`config.mk`:
```
export PLATFORM = sky130hd
export DESIGN_NAME = csr_access_sequencer
export DESIGN_NICKNAME = d
export VERILOG_FILES = /design/src/rtl/csr_access_sequencer.sv
export SDC_FILE = /design/constraint.sdc
export NUM_CORES = 1
export LEC_CHECK = 0
export ABC_AREA = 1
export CELL_PAD_IN_SITES_DETAIL_PLACEMENT = 0
export CELL_PAD_IN_SITES_GLOBAL_PLACEMENT = 2
export CORE_MARGIN = 1
export CORE_UTILIZATION = 40
export DETAILED_ROUTE_END_ITERATION = 7
export PLACE_DENSITY_LB_ADDON = 0.1
export SYNTH_ARGS = -nofsm -noshare
export SYNTH_HDL_FRONTEND = slang
export SYNTH_SLANG_ARGS = --single-unit
```
`constraint.sdc`:
```
create_clock -name clk_i -period 5.1 [get_ports clk_i]
set_input_delay 1.02 -clock clk_i [delete_from_list [all_inputs] [get_ports clk_i]]
set_output_delay 1.02 -clock clk_i [all_outputs]
set_load 0.02 [all_outputs]
```
`src/rtl/csr_access_sequencer.sv`:
```
// Queues CSR commands, issues them one cycle each onto the Ibex CSR port, and returns ordered responses.
// Optional stop-on-illegal halting is enabled with `define CSR_SEQ_STOP_ON_ILLEGAL_EN.
module csr_access_sequencer #(
  parameter int unsigned CmdDepth = 4,
  parameter int unsigned RspDepth = 4
) (
  input  logic        clk_i,
  input  logic        rst_ni,
  input  logic        cmd_valid_i,
  output logic        cmd_ready_o,
  input  logic [1:0]  cmd_op_i,
  input  logic [11:0] cmd_addr_i,
  input  logic [31:0] cmd_wdata_i,
  output logic        csr_access_o,
  output logic [1:0]  csr_op_o,
  output logic        csr_op_en_o,
  output logic [11:0] csr_addr_o,
  output logic [31:0] csr_wdata_o,
  input  logic [31:0] csr_rdata_i,
  input  logic        csr_illegal_i,
  output logic        rsp_valid_o,
  input  logic        rsp_ready_i,
  output logic [31:0] rsp_rdata_o,
  output logic        rsp_illegal_o,
  output logic        halted_o,
  input  logic        halt_clr_i,
  output logic [15:0] issued_cnt_o,
  output logic [15:0] illegal_cnt_o
);

  localparam int unsigned CW = $clog2(CmdDepth);
  localparam int unsigned RW = $clog2(RspDepth);
  localparam logic [CW:0]   CmdFull = CmdDepth[CW:0];
  localparam logic [RW+1:0] RspLim  = RspDepth[RW+1:0];

  typedef enum logic {
    IDLE,
    ISSUE
  } state_e;

  typedef struct packed {
    logic [1:0]  op;
    logic [11:0] addr;
    logic [31:0] wdata;
  } cmd_t;

  typedef struct packed {
    logic [31:0] rdata;
    logic        illegal;
  } rsp_t;

  cmd_t cmd_mem_q [CmdDepth];
  rsp_t rsp_mem_q [RspDepth];

  state_e        state_q, state_d;
  logic [CW-1:0] cmd_wp_q, cmd_rp_q;
  logic [CW:0]   cmd_cnt_q;
  logic [RW-1:0] rsp_wp_q, rsp_rp_q;
  logic [RW:0]   rsp_cnt_q;
  logic [RW+1:0] rsp_need;
  logic          rdy_q;
  logic          cmd_push, cmd_pop;
  logic          rsp_push, rsp_pop;
  logic          halt_now;

  logic          acc_q, acc_d;
  logic [1:0]    op_q, op_d;
  logic [11:0]   addr_q, addr_d;
  logic [31:0]   wdata_q, wdata_d;
  logic [15:0]   issued_q, illegal_q;

  assign cmd_ready_o = rdy_q & (cmd_cnt_q != CmdFull);
  assign cmd_push    = cmd_valid_i & cmd_ready_o;
  assign cmd_pop     = (state_d == ISSUE);
  assign rsp_push    = (state_q == ISSUE);
  assign rsp_valid_o = (rsp_cnt_q != '0);
  assign rsp_pop     = rsp_valid_o & rsp_ready_i;
  // The cycle now in ISSUE will occupy a response slot at its ending edge.
  assign rsp_need    = {1'b0, rsp_cnt_q} + {{(RW+1){1'b0}}, rsp_push};

`ifdef CSR_SEQ_STOP_ON_ILLEGAL_EN
  logic halted_q;

  assign halt_now = halted_q | (rsp_push & csr_illegal_i);
  assign halted_o = halted_q;

  always_ff @(posedge clk_i or negedge rst_ni) begin
    if (!rst_ni) begin
      halted_q <= 1'b0;
    end else if (rsp_push & csr_illegal_i) begin
      halted_q <= 1'b1;
    end else if (halt_clr_i) begin
      halted_q <= 1'b0;
    end
  end
`else
  logic unused_halt_clr;

  assign unused_halt_clr = halt_clr_i;
  assign halt_now        = 1'b0;
  assign halted_o        = 1'b0;
`endif

  always_ff @(posedge clk_i or negedge rst_ni) begin
    if (!rst_ni) begin
      state_q <= IDLE;
    end else begin
      state_q <= state_d;
    end
  end

  always_comb begin
    state_d = IDLE;
    if ((cmd_cnt_q != '0) && !halt_now && (rsp_need < RspLim)) begin
      state_d = ISSUE;
    end
  end

  always_comb begin
    acc_d   = 1'b0;
    op_d    = '0;
    addr_d  = '0;
    wdata_d = '0;
    if (state_d == ISSUE) begin
      acc_d   = 1'b1;
      op_d    = cmd_mem_q[cmd_rp_q].op;
      addr_d  = cmd_mem_q[cmd_rp_q].addr;
      wdata_d = cmd_mem_q[cmd_rp_q].wdata;
    end
  end

  always_ff @(posedge clk_i or negedge rst_ni) begin
    if (!rst_ni) begin
      acc_q   <= 1'b0;
      op_q    <= '0;
      addr_q  <= '0;
      wdata_q <= '0;
    end else begin
      acc_q   <= acc_d;
      op_q    <= op_d;
      addr_q  <= addr_d;
      wdata_q <= wdata_d;
    end
  end

  assign csr_access_o = acc_q;
  assign csr_op_en_o  = acc_q;
  assign csr_op_o     = op_q;
  assign csr_addr_o   = addr_q;
  assign csr_wdata_o  = wdata_q;

  always_ff @(posedge clk_i or negedge rst_ni) begin
    if (!rst_ni) begin
      rdy_q     <= 1'b0;
      cmd_wp_q  <= '0;
      cmd_rp_q  <= '0;
      cmd_cnt_q <= '0;
    end else begin
      rdy_q <= 1'b1;
      if (cmd_push) cmd_wp_q <= cmd_wp_q + 1'b1;
      if (cmd_pop)  cmd_rp_q <= cmd_rp_q + 1'b1;
      unique case ({cmd_push, cmd_pop})
        2'b10:   cmd_cnt_q <= cmd_cnt_q + 1'b1;
        2'b01:   cmd_cnt_q <= cmd_cnt_q - 1'b1;
        default: cmd_cnt_q <= cmd_cnt_q;
      endcase
    end
  end

  always_ff @(posedge clk_i) begin
    if (cmd_push) begin
      cmd_mem_q[cmd_wp_q] <= cmd_t'{cmd_op_i, cmd_addr_i, cmd_wdata_i};
    end
  end

  always_ff @(posedge clk_i or negedge rst_ni) begin
    if (!rst_ni) begin
      rsp_wp_q  <= '0;
      rsp_rp_q  <= '0;
      rsp_cnt_q <= '0;
    end else begin
      if (rsp_push) rsp_wp_q <= rsp_wp_q + 1'b1;
      if (rsp_pop)  rsp_rp_q <= rsp_rp_q + 1'b1;
      unique case ({rsp_push, rsp_pop})
        2'b10:   rsp_cnt_q <= rsp_cnt_q + 1'b1;
        2'b01:   rsp_cnt_q <= rsp_cnt_q - 1'b1;
        default: rsp_cnt_q <= rsp_cnt_q;
      endcase
    end
  end

  always_ff @(posedge clk_i) begin
    if (rsp_push) begin
      rsp_mem_q[rsp_wp_q] <= rsp_t'{csr_rdata_i, csr_illegal_i};
    end
  end

  assign rsp_rdata_o   = rsp_valid_o ? rsp_mem_q[rsp_rp_q].rdata : '0;
  assign rsp_illegal_o = rsp_valid_o ? rsp_mem_q[rsp_rp_q].illegal : 1'b0;

  always_ff @(posedge clk_i or negedge rst_ni) begin
    if (!rst_ni) begin
      issued_q  <= '0;
      illegal_q <= '0;
    end else if (rsp_push) begin
      if (issued_q != 16'hFFFF) issued_q <= issued_q + 1'b1;
      if (csr_illegal_i && (illegal_q != 16'hFFFF)) begin
        illegal_q <= illegal_q + 1'b1;
      end
    end
  end

  assign issued_cnt_o  = issued_q;
  assign illegal_cnt_o = illegal_q;

endmodule

```
==> results.sh <==
export IMPL_status="finished, final reports clean"
export IMPL_cts_buffer_depth=3
export IMPL_path_cells="buf_4 -> clkinv_1 -> buf_4 -> nor2_1 -> o21ai_0 -> a21oi_1 -> clkdlybuf4s50_1"
export IMPL_maxSlewViolCount=0
export IMPL_grt_pass1_vias=10000
export IMPL_port_buffer_count=197
export IMPL_clk_latency_ns=0.56
export IMPL_grt_max_degree=94
export IMPL_cp_max_fo=34
export IMPL_ctsResizeCount=0
export IMPL_io_pins=200
export IMPL_numCtsBuffers=44
export IMPL_cts_setup_buffers=0
export IMPL_cellInternalPower_mw=7.62
export IMPL_period_minus_slack_ns=3.97
export IMPL_clock_sinks=410
export IMPL_avgSynthCellArea_um2=11.8
export IMPL_die_area_um2=41400
export IMPL_setup_viol=0
export IMPL_switching_share_pct=34.9
export IMPL_setup_tns_ns=0
export IMPL_avgViaCountPerCell=4.81
export IMPL_max_slew_margin_rel_pct=23.9
export IMPL_cap_viol_max_count=0
export IMPL_synth_edf_count=316
export IMPL_wirelength_mm=36.9
export IMPL_drt_wirelength_per_cell_um=17.3
export IMPL_max_slew_worst_pin_slew_ns=1.14
export IMPL_async_reset_ff_share_pct=22.9
export IMPL_cp_buffers_inverters=4
export IMPL_cp_start_kind="flop"
export IMPL_fin_crit_sh_pct=77.7
export IMPL_dp_hpwl_mm=20.4
export IMPL_fin_nets=1666
export IMPL_p_seq_share_pct=38.2
export IMPL_vias=10200
export IMPL_drive_gt1_share_pct=7.49
export IMPL_yosysTopAreaCell="edfxtp_1"
export IMPL_final_common_cell="nor2_1"
export IMPL_crit_path_max_incr_delay_ns=0.65
export IMPL_p_clk_share_pct=27.0
export IMPL_vdd_drop_max_mv=0.357
export IMPL_fmax_mhz=252
export IMPL_ant_nets=0
export IMPL_critPathTopFamily="buffers and inverters"
export IMPL_crit_type="reg2out"
export IMPL_r2r_slack_ns=2.51
export IMPL_power_leakage_nw=7.32
export IMPL_grtUsageTotal_pct=18.3
export IMPL_crit_slowest_cell="clkdlybuf4s50_1"
export IMPL_gp_congestion=0.722
export IMPL_cts_tree="built"
export IMPL_initial_core_util_pct=40.7
export IMPL_synth_top_area_share_pct=58.4
export IMPL_synthFlopType="edfxtp_1"
export IMPL_areaGrowthSynthToFinish_pct=24.4
export IMPL_synth_cell_types=29
export IMPL_final_cell_mix="nor2_1, edfxtp_1, clkdlybuf4s50_1, o21ai_0, nand2_1"
export IMPL_die_w_um=203
export IMPL_ys_ff_latch=410
export IMPL_core_area_um2=39900
export IMPL_net_switching_power_mw=4.09
export IMPL_synthTopCellsByArea="edfxtp_1, dfrtp_1, nor2_1, o21ai_0, nand2_1"
export IMPL_endpoint_kind="output port"
export IMPL_synthesis_area_um2=16200
export IMPL_rows=73
export IMPL_combPwrFrac_pct=34.9
export IMPL_gr_total_overflow=0
export IMPL_hold_violations=0
export IMPL_ctsHoldBuffers=0
export IMPL_finalPower_mw=11.7
export IMPL_rsz0062_at_grt="no"
export IMPL_drc=0
export IMPL_grt_pass1_wl_mm=57.3
export IMPL_cts_reportedPaths_clkPinSlew_ns=0.06
export IMPL_dr_pass1_iters=4
export IMPL_min_path_type="in2async"
export IMPL_fin_skew_ns=0.0125
export IMPL_antenna_found_initial=2
export IMPL_worst_ep_required_time_ns=4.08
export IMPL_syn_inst=1371
export IMPL_crit_top_cell="buf_4"
export IMPL_htree_levels=2
export IMPL_worstPathArrival_ns=2.95
export IMPL_drtIter0Drc=508
export IMPL_die_y_um=203
export IMPL_powerDensity_nw_per_um2=580
export IMPL_syn_num_nets=1469
export IMPL_yosys_warnings=0
export IMPL_yosysSeqAreaShare_pct=72.9
export IMPL_ctsRootBufferMaster="clkbuf_16"
## stage by stage
| step | instances | util, % | area (µm²) | worst slack, ns | hold slack [ns] |
|---|---|---|---|---|---|
| floorplan | 1371 | - | 16200 | 1.48 | 0.446 |
| global placement | 2047 | 47.0 | 18700 | 1.67 | 0.464 |
| detailed placement | 2047 | 47.0 | 18700 | 1.66 | 0.469 |
| CTS | 2127 | 50.6 | 20200 | 1.03 | 0.414 |
| global route | 2128 | 50.6 | 20200 | 0.924 | 0.435 |
| finish | 2128 | 50.6 | 20200 | 1.13 | 0.423 |
## flip-flops by register name (all words and copies together), names as in the netlist
| signal | cells |
|---|---|
| cmd_mem_q | 184 |
| rsp_mem_q | 132 |
| csr_wdata_o | 32 |
| illegal_cnt_o | 16 |
| issued_cnt_o | 16 |
| csr_addr_o | 12 |
| cmd_cnt_q | 3 |
| rsp_cnt_q | 3 |
| cmd_rp_q | 2 |
| cmd_wp_q | 2 |
| csr_op_o | 2 |
| rsp_rp_q | 2 |
| rsp_wp_q | 2 |
| csr_access_o | 1 |
| rdy_q | 1 |
## synth_stat cells (5+ instances only)
| library cell | count |
|---|---|
| nor2_1 | 354 |
| edfxtp_1 | 316 |
| o21ai_0 | 167 |
| nand2_1 | 134 |
| dfrtp_1 | 94 |
| a21oi_1 | 81 |
| inv_1 | 52 |
| nand3_1 | 31 |
| clkbuf_1 | 27 |
| buf_2 | 26 |
| xor2_1 | 15 |
| ha_1 | 12 |
| nand4_1 | 7 |
| buf_1 | 6 |
| nand3b_1 | 6 |
| nand2_2 | 5 |
| nor2_2 | 5 |
| nor2_4 | 5 |
| xnor2_1 | 5 |
## final timing paths
kind,cells past startpoint,to,start
setup / recovery,7,rsp_illegal_o,rsp_rp_q[1]
hold / removal,1,issued_cnt_o[7],rst_ni
setup reg to reg,5,cmd_mem_q[1][12],cmd_cnt_q[0]
hold reg to reg,1,cmd_cnt_q[0],cmd_cnt_q[0]
max in group asynchronous,2,cmd_rp_q[0],rst_ni
min in group clk_i,1,cmd_cnt_q[0],cmd_cnt_q[0]
## metal layers
layer / wire length [µm] / track usage (%)
met5: 17 / 0
met4: 719 / 5.34
met3: 1900 / 4.76
met2: 18200 / 31.2
met1: 16100 / 22.8
## power groups by stage
stage	combinational [mW]	sequential, mW	clock, mW
5_1_grt	4.55	4.52	3.38
3_5_place_dp	4.17	4.53	0
3_3_place_gp	4.14	4.53	0
2_1_floorplan	2.32	4.69	0
4_1_cts	4.18	4.47	3.24
6_report	4.08	4.47	3.16
## cell families after synthesis
family | count (synthesis) | synth area share (%)
xor+xnor | 20 | 1.08
other cells | 2 | 0.0462
compound gates | 253 | 7.90
fa+ha+maj | 14 | 1.17
simple gates | 549 | 13.6
buf+inv | 123 | 3.27
flops | 410 | 72.9
## area by class of cell
type,count,area [µm²]
Clock inverter,21,209
Tap cell,525,657
Sequential cell,410,11800
Timing Repair Buffer,217,2120
Inverter,57,214
Antenna cell,1,2.50
Clock buffer,59,1240
Multi-Input combinational cell,838,3910
Fill cell,3469,19700
No activity file was read; power rests on OpenSTA's default activity.
